===== config.mk =====
export PLATFORM = sky130hd
export DESIGN_NAME = match_controller
export DESIGN_NICKNAME = d
export VERILOG_FILES = /design/src/rtl/match_controller.sv
export SDC_FILE = /design/constraint.sdc
export NUM_CORES = 1
export LEC_CHECK = 0
export ABC_AREA = 1
export CORE_ASPECT_RATIO = 2
export CORE_UTILIZATION = 55
export CTS_CLUSTER_SIZE = 14
export DETAILED_ROUTE_END_ITERATION = 16
export MAX_ROUTING_LAYER = met4
export PLACE_DENSITY = 0.77
export SYNTH_ARGS = -nofsm -noshare
export SYNTH_HDL_FRONTEND = slang
export SYNTH_SLANG_ARGS = --single-unit

===== constraint.sdc =====
create_clock -name clk -period 2 [get_ports clk]
set_input_delay 0.3 -clock clk [delete_from_list [all_inputs] [get_ports clk]]
set_output_delay 0.3 -clock clk [all_outputs]
set_load 0.02 [all_outputs]

===== src/rtl/match_controller.sv =====
// rtl/match_controller.sv - Pong match sequencer: serve delay, scoring, pause and winner
module match_controller #(
  parameter int WIN_SCORE   = 7,
  parameter int SERVE_DELAY = 25175000,
  parameter int CNT_W       = 25
) (
  input  logic       clk,
  input  logic       rst,
  input  logic       start,
  input  logic       pause,
  input  logic       p1_win,
  input  logic       p2_win,
  output logic       done,
  output logic [3:0] p1_score,
  output logic [3:0] p2_score,
  output logic [1:0] winner,
  output logic       serve_dir,
  output logic [2:0] state_o
);

  typedef enum logic [2:0] {
    S_IDLE      = 3'd0,
    S_SERVE     = 3'd1,
    S_PLAY      = 3'd2,
    S_PAUSED    = 3'd3,
    S_GAME_OVER = 3'd4
  } state_t;

  localparam logic [3:0]       WIN_L    = WIN_SCORE[3:0];
  localparam logic [CNT_W-1:0] CNT_LAST = CNT_W'(SERVE_DELAY - 1);

  state_t           r_state, w_state_nxt;
  logic [CNT_W-1:0] r_cnt, w_cnt_nxt;
  logic [3:0]       r_p1, w_p1_nxt, r_p2, w_p2_nxt;
  logic [1:0]       r_winner, w_winner_nxt;
  logic             r_dir, w_dir_nxt;
  logic             r_done;
  logic             r_start_q, r_pause_q, r_p1_q, r_p2_q;

  // Only the first cycle of each input level acts; held levels are ignored.
  logic w_start_rise, w_pause_rise, w_p1_rise, w_p2_rise;
  assign w_start_rise = start  & ~r_start_q;
  assign w_pause_rise = pause  & ~r_pause_q;
  assign w_p1_rise    = p1_win & ~r_p1_q;
  assign w_p2_rise    = p2_win & ~r_p2_q;

  logic [3:0] w_p1_inc, w_p2_inc;
  assign w_p1_inc = r_p1 + 4'd1;
  assign w_p2_inc = r_p2 + 4'd1;

  // Next-state and next-value logic for the match sequence.
  always_comb begin
    w_state_nxt  = r_state;
    w_cnt_nxt    = r_cnt;
    w_p1_nxt     = r_p1;
    w_p2_nxt     = r_p2;
    w_winner_nxt = r_winner;
    w_dir_nxt    = r_dir;
    case (r_state)
      S_IDLE, S_GAME_OVER: begin
        if (w_start_rise) begin
          w_p1_nxt     = 4'd0;
          w_p2_nxt     = 4'd0;
          w_winner_nxt = 2'b00;
          w_dir_nxt    = 1'b0;
          w_cnt_nxt    = '0;
          w_state_nxt  = S_SERVE;
        end
      end
      S_SERVE: begin
        if (r_cnt == CNT_LAST) begin
          w_cnt_nxt   = '0;
          w_state_nxt = S_PLAY;
        end else begin
          w_cnt_nxt = r_cnt + 1'b1;
        end
      end
      S_PLAY: begin
        // A win outranks a same-cycle pause; a simultaneous double win is a replay.
        if (w_p1_rise && w_p2_rise) begin
          w_cnt_nxt   = '0;
          w_state_nxt = S_SERVE;
        end else if (w_p1_rise) begin
          w_p1_nxt = w_p1_inc;
          if (w_p1_inc == WIN_L) begin
            w_winner_nxt = 2'b01;
            w_state_nxt  = S_GAME_OVER;
          end else begin
            w_dir_nxt   = 1'b1;
            w_cnt_nxt   = '0;
            w_state_nxt = S_SERVE;
          end
        end else if (w_p2_rise) begin
          w_p2_nxt = w_p2_inc;
          if (w_p2_inc == WIN_L) begin
            w_winner_nxt = 2'b10;
            w_state_nxt  = S_GAME_OVER;
          end else begin
            w_dir_nxt   = 1'b0;
            w_cnt_nxt   = '0;
            w_state_nxt = S_SERVE;
          end
        end else if (w_pause_rise) begin
          w_state_nxt = S_PAUSED;
        end
      end
      S_PAUSED: begin
        if (w_pause_rise) w_state_nxt = S_PLAY;
      end
      default: w_state_nxt = S_IDLE;
    endcase
  end

  // State, score and edge-detect registers; done follows the next state so it changes with it.
  always_ff @(posedge clk or posedge rst) begin
    if (rst) begin
      r_state   <= S_IDLE;
      r_cnt     <= '0;
      r_p1      <= 4'd0;
      r_p2      <= 4'd0;
      r_winner  <= 2'b00;
      r_dir     <= 1'b0;
      r_done    <= 1'b1;
      r_start_q <= 1'b0;
      r_pause_q <= 1'b0;
      r_p1_q    <= 1'b0;
      r_p2_q    <= 1'b0;
    end else begin
      r_state   <= w_state_nxt;
      r_cnt     <= w_cnt_nxt;
      r_p1      <= w_p1_nxt;
      r_p2      <= w_p2_nxt;
      r_winner  <= w_winner_nxt;
      r_dir     <= w_dir_nxt;
      r_done    <= (w_state_nxt != S_PLAY);
      r_start_q <= start;
      r_pause_q <= pause;
      r_p1_q    <= p1_win;
      r_p2_q    <= p2_win;
    end
  end

  assign done      = r_done;
  assign p1_score  = r_p1;
  assign p2_score  = r_p2;
  assign winner    = r_winner;
  assign serve_dir = r_dir;
  assign state_o   = r_state;

endmodule


; After elaboration in Yosys (flattened, before gate mapping)
; Cells that the tools add are included.
[word_totals]
elab_cells = 93
inputBits = 6
out_inout_bits = 15
ff_bits = 44
[classes]
n_eq_ne = 21
n_reduce_logical = 10
n_mux = 40
add_sub_neg = 3
bitwise = 8
[ops]
columns = op, count
row1 = $mux W25, 7
row2 = $pmux W25 S3, 1
row3 = $mux W3, 9
row4 = $add A25 B1 Y25 const B, 1
row5 = $eq A25 B25 Y1 const B, 1
row6 = $mux W4, 6
row7 = $pmux W4 S2, 2
row8 = $ne A3 B3 Y1 const B, 5
row9 = $mux W2, 6
row10 = $ne A4 B4 Y1 const B, 3
row11 = $pmux W3 S4, 1
row12 = $reduce_and A6 Y1, 2
row13 = $ne A2 B2 Y1 const B, 5
row14 = $reduce_and A5 Y1, 2
row15 = $add A4 B1 Y4 const B, 2
row16 = $eq A4 B3 Y1 const B, 2
row17 = $eq A3 B2 Y1 const B, 2
row18 = $mux W1, 6
row19 = $and A1 B1 Y1, 4
row20 = $not A1 Y1, 4
row21 = $pmux W2 S2, 1
row22 = $reduce_and A4 Y1, 1
row23 = $eq A3 B1 Y1 const B, 1
row24 = $eq A3 B3 Y1 const B, 1
row25 = 7 further kinds, 7

; Depth between registers and ports, before layout
; Gate-level depths: netlist of the first run.
[depth]
depth_word = 8
ltp_mapped = 11

; Worst setup path after synthesis of the first run
; Ideal clock, no wire load.
[synth_timing]
path_type = reg-to-reg
startpoint = register r_p1[1], in the netlist p1_score[1]
endpoint = register r_cnt[18]
setup_ns = 0.066
synth_period_minus_slack_ns = 1.563
path_stages_with_launch = 11
arrival_time_ns = 1.497
path_slack_ns = 0.437
path_buffers = 1
path_cell_list = dfrtp_1 -> ha_1 -> inv_1 -> nand2_1 -> nand2_1 -> nor2_1 -> nand4_1 -> nand3_2 -> buf_6 -> nand2_1 -> nand2_1
[synth_between]
elab_chain_cells = 4
[synth_rtl]
columns = item, line
row1 = from (decl), 34  ; logic [3:0] r_p1, w_p1_nxt, r_p2, w_p2_nxt;
row2 = from (signal assigned), 131  ; r_p1 <= w_p1_nxt;
row3 = $add A4 B1 Y4, 48  ; assign w_p1_inc = r_p1 + 4'd1;
row4 = $eq A4 B3 Y1, 85  ; if (w_p1_inc == WIN_L) begin
row5 = $ne A4 B4 Y1 (no source line), --
row6 = $reduce_and A5 Y1 (no source line), --
row7 = to (signal assigned), 130  ; r_cnt <= w_cnt_nxt;
row8 = to (decl), 33  ; logic [CNT_W-1:0] r_cnt, w_cnt_nxt;
; No other way between the ends.
; A chain may end at the register's enable or synchronous reset.

; Worst setup path after layout of the first run
[layout_timing]
startpoint = register r_cnt[1]
endpoint = register r_cnt[24]
[layout_between]
elab_chain_cells = 3
word_cells_on_any_way = 4
classes_between = 1 x add/sub / 1 x eq/ne / 2 x mux
[layout_rtl]
columns = item, line
row1 = $add A25 B1 Y25 or $eq A25 B25 Y1 (tied branches), "75, 71"
row2 = $mux W25 (*), 71  ; if (r_cnt == CNT_LAST) begin
row3 = $pmux W25 S3 (*), 59  ; case (r_state)
; Mark *: on every way between the ends. The rest lies on a longest branch, timed or not.

==> results of run 1 <==
## how the worst max path moves through the flow
stage | slack, ns | endpoint | from | cells past startpoint
floorplan | 0.44 | r_cnt[18] | p1_score[1] | 10
global placement | 0.15 | state_o[2] | p1_win | 10
detailed placement | 0.12 | r_cnt[24] | p1_win | 9
CTS | 0.21 | r_cnt[24] | p1_score[1] | 10
global route | 0.01 | r_cnt[12] | p1_score[1] | 10
finish | 0.22 | r_cnt[24] | r_cnt[1] | 7
## area by class of cell
type | count | area [um2] | share of cell area
timing repair buffer | 28 | 285 | 0.0864
clock inverter | 2 | 60.1 | 0.0182
sequential | 44 | 1100 | 0.334
tap | 57 | 71.3 | 0.0216
multi-input combinational | 338 | 1520 | 0.459
clock buffer | 6 | 72.6 | 0.0220
inverter | 52 | 195 | 0.0591
## per-stage QoR
stage               cell area [um2]  hold WS [ns]  std cells   util
floorplan                      2850         0.331        439      -
global placement               3170         0.464        519  0.646
detailed placement             3170         0.467        519  0.646
CTS                            3300         0.305        527  0.673
global route                   3300         0.320        527  0.673
finish                         3300         0.297        527  0.673
## cells in the mapped netlist (all sizes together)
master	count	area [um2]
a21o	2	15.0
a31oi	1	6.26
and3	1	6.26
buf	3	27.5
clkbuf	2	8.75
dfrtp	43	1080
dfstp	1	26.3
ha	5	62.6
inv	52	195
nand2	170	638
nand3	47	245
nand3b	2	15.0
nand4	17	106
nor2	68	260
nor3	3	20.0
o21ai	9	45.0
o21bai	2	15.0
o22ai	2	12.5
o31ai	1	7.51
or2	4	25.0
xnor2	1	8.76
xor2	3	26.3
## metal layers
| metal | GRT usage | vias to the layer above |
|---|---|---|
| li1 | - | 1444 |
| met1 | 0.287 | 1360 |
| met2 | 0.619 | 78 |
| met3 | 0.0587 | 36 |
| met4 | 0.220 | 0 |
| met5 | - | - |
## registers in the layout, indices dropped and copies added, names as in the netlist
| signal | count |
|---|---|
| serve_dir | 1 |
| r_p2_q | 1 |
| state_o | 3 |
| r_start_q | 1 |
| r_p1_q | 1 |
| winner | 2 |
| p1_score | 4 |
| r_pause_q | 1 |
| r_cnt | 25 |
| done | 1 |
| p2_score | 4 |
## where the power goes
group / leakage (nW) / total (mW) / switching, mW / internal, mW
registers: 0.587 / 1.33 / 0.270 / 1.06
clock network: 0.0654 / 0.828 / 0.329 / 0.499
logic: 1.03 / 0.902 / 0.557 / 0.345
## worst register-to-register path, cell delays in order (launching register included)
cell and delay, ns:
dfrtp_1 0.41, ha_1 0.33, and3_1 0.22, nand2_1 0.06
nor2_1 0.10, nand2_1 0.28, nand4_1 0.20, nand2_1 0.07
## cells by family (layout without fill, tap and decap cells)
group / count (synthesis) / count (layout)
AO/OA/AOI/OAI: 17 / 17
XOR/XNOR: 4 / 4
adder cells (fa/ha/maj): 5 / 5
buffers and inverters: 57 / 88
flip-flops: 44 / 44
AND/OR/NAND/NOR: 312 / 312
==> run_results.csv, run 1 <==
group,metric,value,unit
run_status,outcome,"completed",
clock_network,clk_pin_slew,0.09,ns
cells_and_area,n_fill_cell,444,
clock_network,cts_inserted_buffers,5,
floorplan,io_pins,21,
cells_and_area,layout-drive-gt1-share,0.0617,
setup_path,cpLargestDelayFamily,"simple AND/OR/NAND/NOR gates",
cells_and_area,n_antenna_cell,0,
synth,yosys_warnings,0,
synth,yosys.area_share.simple,0.462,
setup_path,critPathBufInv,0,
route,wl_per_cell,14.8,um
setup_path,crit_required,2.20,ns
run,max_cap_viol_count,0,
synth,ys_ff_latch,44,
setup_path,crit_path_frequent_cell,"nand2_1",
setup_path,reg2reg_depth,7,
timing,final.setup.worst_slack,0.216,ns
clock_network,htree_levels,2,
global_route,grt_start_max_net_pins,26,
timing,rsz0062_at_grt,"false",
synth,synthMuxAreaShare,0,
setup_path,cp_max_fo,9,
clock_network,cts_hold_buf,0,
setup_path,startpoint_type,"flip-flop",
route,drtPass1Iterations,4,
route,dr.first_iter.drc_count,122,
timing,slew_headroom,0.705,
global_route,grt_pass1_wl,13300,um
clock_network,cts_resized,0,
setup_path,r2r-start,"r_cnt[1]",
cells_and_area,final_cell_mix,"nand2_1, nor2_1, inv_1, nand3_1, dfrtp_1",
placed_design,gp_congestion,0.966,
min_path,hp-class,"in2async",
placed_design,port_buffers,20,
timing,slew_viol_final,0,
timing,worst_pin_slew,0.440,ns
global_route,overflow,0,
synth,ys_types,28,
setup_path,cpPeakStageDelay,0.41,ns
floorplan,die_w,52.9,um
pwr,p_leak,1.69,nW
route,wl_met1,2590,um
global_route,grt_pass1_vias,3027,
route,routed-wl-met2,4480,um
floorplan,core-area,4910,um2
timing,setup_tns,0,ns
clock_network,cts_sinks,44,
cells_and_area,area_growth,15.9,%
timing,period_share,0.892,
setup_path,crit_type,"reg2reg",
pwr,peakVddDrop,0.789,mV
route,top_layer,"met4",
synth,syn-cell-area,2850,um2
route,wl,7790,um
timing,min_period,1.78,ns
clock_network,clk-insertion-delay-late,0.32,ns
route,vias,2918,
pwr,powerDensity,928,nW/um2
synth,synthAdderAreaFrac,0.0220,
setup_path,slowest_stage,"dfrtp_1",
placed_design,hpwl,6100,um
setup_path,path_cells,"ha_1 > and3_1 > nand2_1 > nor2_1 > nand2_1 > nand4_1 > nand2_1",
floorplan,start_util,0.580,
synth,syn_inst,439,
floorplan,rows,36,
setup_path,reg2reg_to,"r_cnt[24]",
cells_and_area,final_common_cell,"nand2_1",
timing,setup_viol,0,
synth,synthXorXnorAreaFrac,0.0123,
pwr,total_power,3.06,mW
floorplan,die-height,104,um
cells_and_area,nets,480,
timing,fin_skew,0.00784,ns
clock_network,cts_tree,"built",
synth,synth_nets,450,
synth,synth_top_family_by_area,"simple AND/OR/NAND/NOR gates",
route,antenna_left,0,
global_route,grt_usage,0.339,
setup_path,end_kind,"flip-flop",
placed_design,pre_cts_ws,0.122,ns
clock_network,clk_path_buf_depth,2,
synth,synth_compound_area_frac,0.0356,
timing,hold_viol_final,0,
global_route,antenna_found_initial,0,
floorplan,die-area,5490,um2
route,vias_per_cell,5.54,
clock_network,cts-root-buf,"clkbuf_8",
synth,ys_seq_area_frac,0.387,
setup_path,cp_data_arrival_time,1.98,ns
setup_path,rrSetupSlack,0.22,ns
synth,synth.avg_cell_area,6.49,um2
clock_network,post_cts_buffers,0,
timing,fmax,561,MHz
route,route.met3.wl,226,um
route,drc_errors,0,
(Power assumes the default switching activity.)
==> run 2, diff against run 1 <==
Settings changed: CORE_MARGIN set to 2.
==> run 2 against run 1 <==
Effect of this change:
- sequential power barely moved
- worst hold slack better by 0.023 ns
- total power shrank 5.4%
- register-to-register slack about the same
==> run_results.csv, run 2 (synthesis gave the netlist of run 1 again) <==
group,metric,value,unit
run_status,outcome,"completed",
timing,hold_viol_final,0,
cells_and_area,fin_util,0.648,
route,wl,6810,um
min_path,hp-class,"in2async",
placed_design,dp_cells,517,
setup_path,cpPeakStageDelay,0.41,ns
timing,setup_viol,0,
clock_network,post_cts_buffers,0,
setup_path,cp_data_arrival_time,2.01,ns
setup_path,path_cells,"ha_1 > nand2_1 > nor2_1 > nand2_1 > nor2_1 > or2_2 > nand3_1 > nand2_1",
floorplan,die-height,106,um
setup_path,crit_path_frequent_cell,"nand2_1",
route,drtPass1Iterations,6,
floorplan,start_util,0.565,
global_route,grt_start_max_net_pins,30,
floorplan,core-area,5050,um2
route,vias,2840,
placed_design,hpwl,5230,um
cells_and_area,final_cells,525,
floorplan,io_pins,21,
setup_path,crit_required,2.24,ns
clock_network,cts_tree,"built",
route,dr.first_iter.drc_count,97,
timing,slew_viol_final,0,
setup_path,end_kind,"flip-flop",
route,drc_errors,0,
timing,worst_pin_slew,0.632,ns
cells_and_area,largest_register_ffs,25,
route,antenna_left,0,
global_route,grt_pass1_vias,2645,
clock_network,cts-root-buf,"clkbuf_8",
timing,slew_headroom,0.576,
clock_network,cts_hold_buf,0,
setup_path,cpLargestDelayFamily,"simple AND/OR/NAND/NOR gates",
placed_design,port_buffers,20,
global_route,antenna_found_initial,0,
clock_network,cts_inserted_buffers,5,
timing,fin_skew,0.00970,ns
pwr,total_power,2.90,mW
floorplan,rows,37,
global_route,grt_usage,0.261,
route,vias_per_cell,5.41,
run,max_cap_viol_count,0,
placed_design,place_area,3150,um2
timing,fmax,562,MHz
pwr,powerDensity,887,nW/um2
setup_path,slowest_stage,"dfrtp_1",
floorplan,die_w,54.9,um
cells_and_area,n_fill_cell,454,
cells_and_area,area_growth,14.8,%
cells_and_area,regMostFlops,"r_cnt",
floorplan,die-area,5810,um2
pwr,p_leak,1.66,nW
clock_network,clk-insertion-delay-late,0.30,ns
cells_and_area,final_cell_mix,"nand2_1, nor2_1, inv_1, nand3_1, dfrtp_1",
setup_path,cp_max_fo,7,
pwr,peakVddDrop,1.09,mV
timing,period_share,0.889,
setup_path,startpoint_type,"flip-flop",
clock_network,clk_pin_slew,0.09,ns
setup_path,crit_type,"reg2reg",
clock_network,cts_resized,0,
cells_and_area,layout-drive-gt1-share,0.0557,
placed_design,gp_congestion,0.903,
setup_path,critPathBufInv,0,
cells_and_area,final_common_cell,"nand2_1",
cells_and_area,final_cell_area,3270,um2
global_route,overflow,0,
route,wl_per_cell,13.0,um
timing,rsz0062_at_grt,"false",
cells_and_area,n_antenna_cell,0,
clock_network,cts_sinks,44,
global_route,grt_pass1_wl,11400,um
cells_and_area,nets,477,
timing,setup_tns,0,ns
timing,min_period,1.78,ns
clock_network,clk_path_buf_depth,2,
clock_network,htree_levels,2,
[run 2: layout make-up]
type | instances | area, um2 | area share
Multi-Input combinational cell | 338 | 1520 | 0.463
Sequential cell | 44 | 1100 | 0.337
Timing Repair Buffer | 25 | 263 | 0.0804
Inverter | 52 | 195 | 0.0597
Clock buffer | 6 | 82.6 | 0.0253
Tap cell | 58 | 72.6 | 0.0222
Clock inverter | 2 | 38.8 | 0.0119
[run 2: final timing paths]
kind | depth (start not counted) | slack (ns) | start | end
worst max-delay path | 8 | 0.22 | r_cnt[1] | r_cnt[16]
worst min-delay path | 2 | 0.32 | rst | p2_score[2]
worst max register to register | 8 | 0.22 | r_cnt[1] | r_cnt[16]
worst min register to register | 2 | 0.48 | winner[0] | winner[0]
max in group asynchronous | 3 | 1.09 | rst | done
min in group clk | 1 | 0.46 | start | r_start_q
[run 2: where the power goes]
group / total [mW] / internal [mW] / leakage [nW] / switching, mW
clock network: 0.713 / 0.408 / 0.0614 / 0.305
registers: 1.33 / 1.06 / 0.587 / 0.267
logic: 0.855 / 0.325 / 1.02 / 0.529
total: 2.90 / 1.80 / 1.66 / 1.10
[run 2: stage by stage]
stage	setup slack, ns	hold slack, ns
after floorplan	0.437	0.331
after global placement	0.294	0.460
after detailed placement	0.202	0.463
after CTS	0.239	0.349
after global routing	0.0815	0.375
final	0.222	0.320
[run 2: per-layer routing]
metal | wire (um) | global-route usage
met1 | 2960 | 0.340
met2 | 3420 | 0.411
met3 | 284 | 0.0354
met4 | 145 | 0.0819
met5 | 0 | -
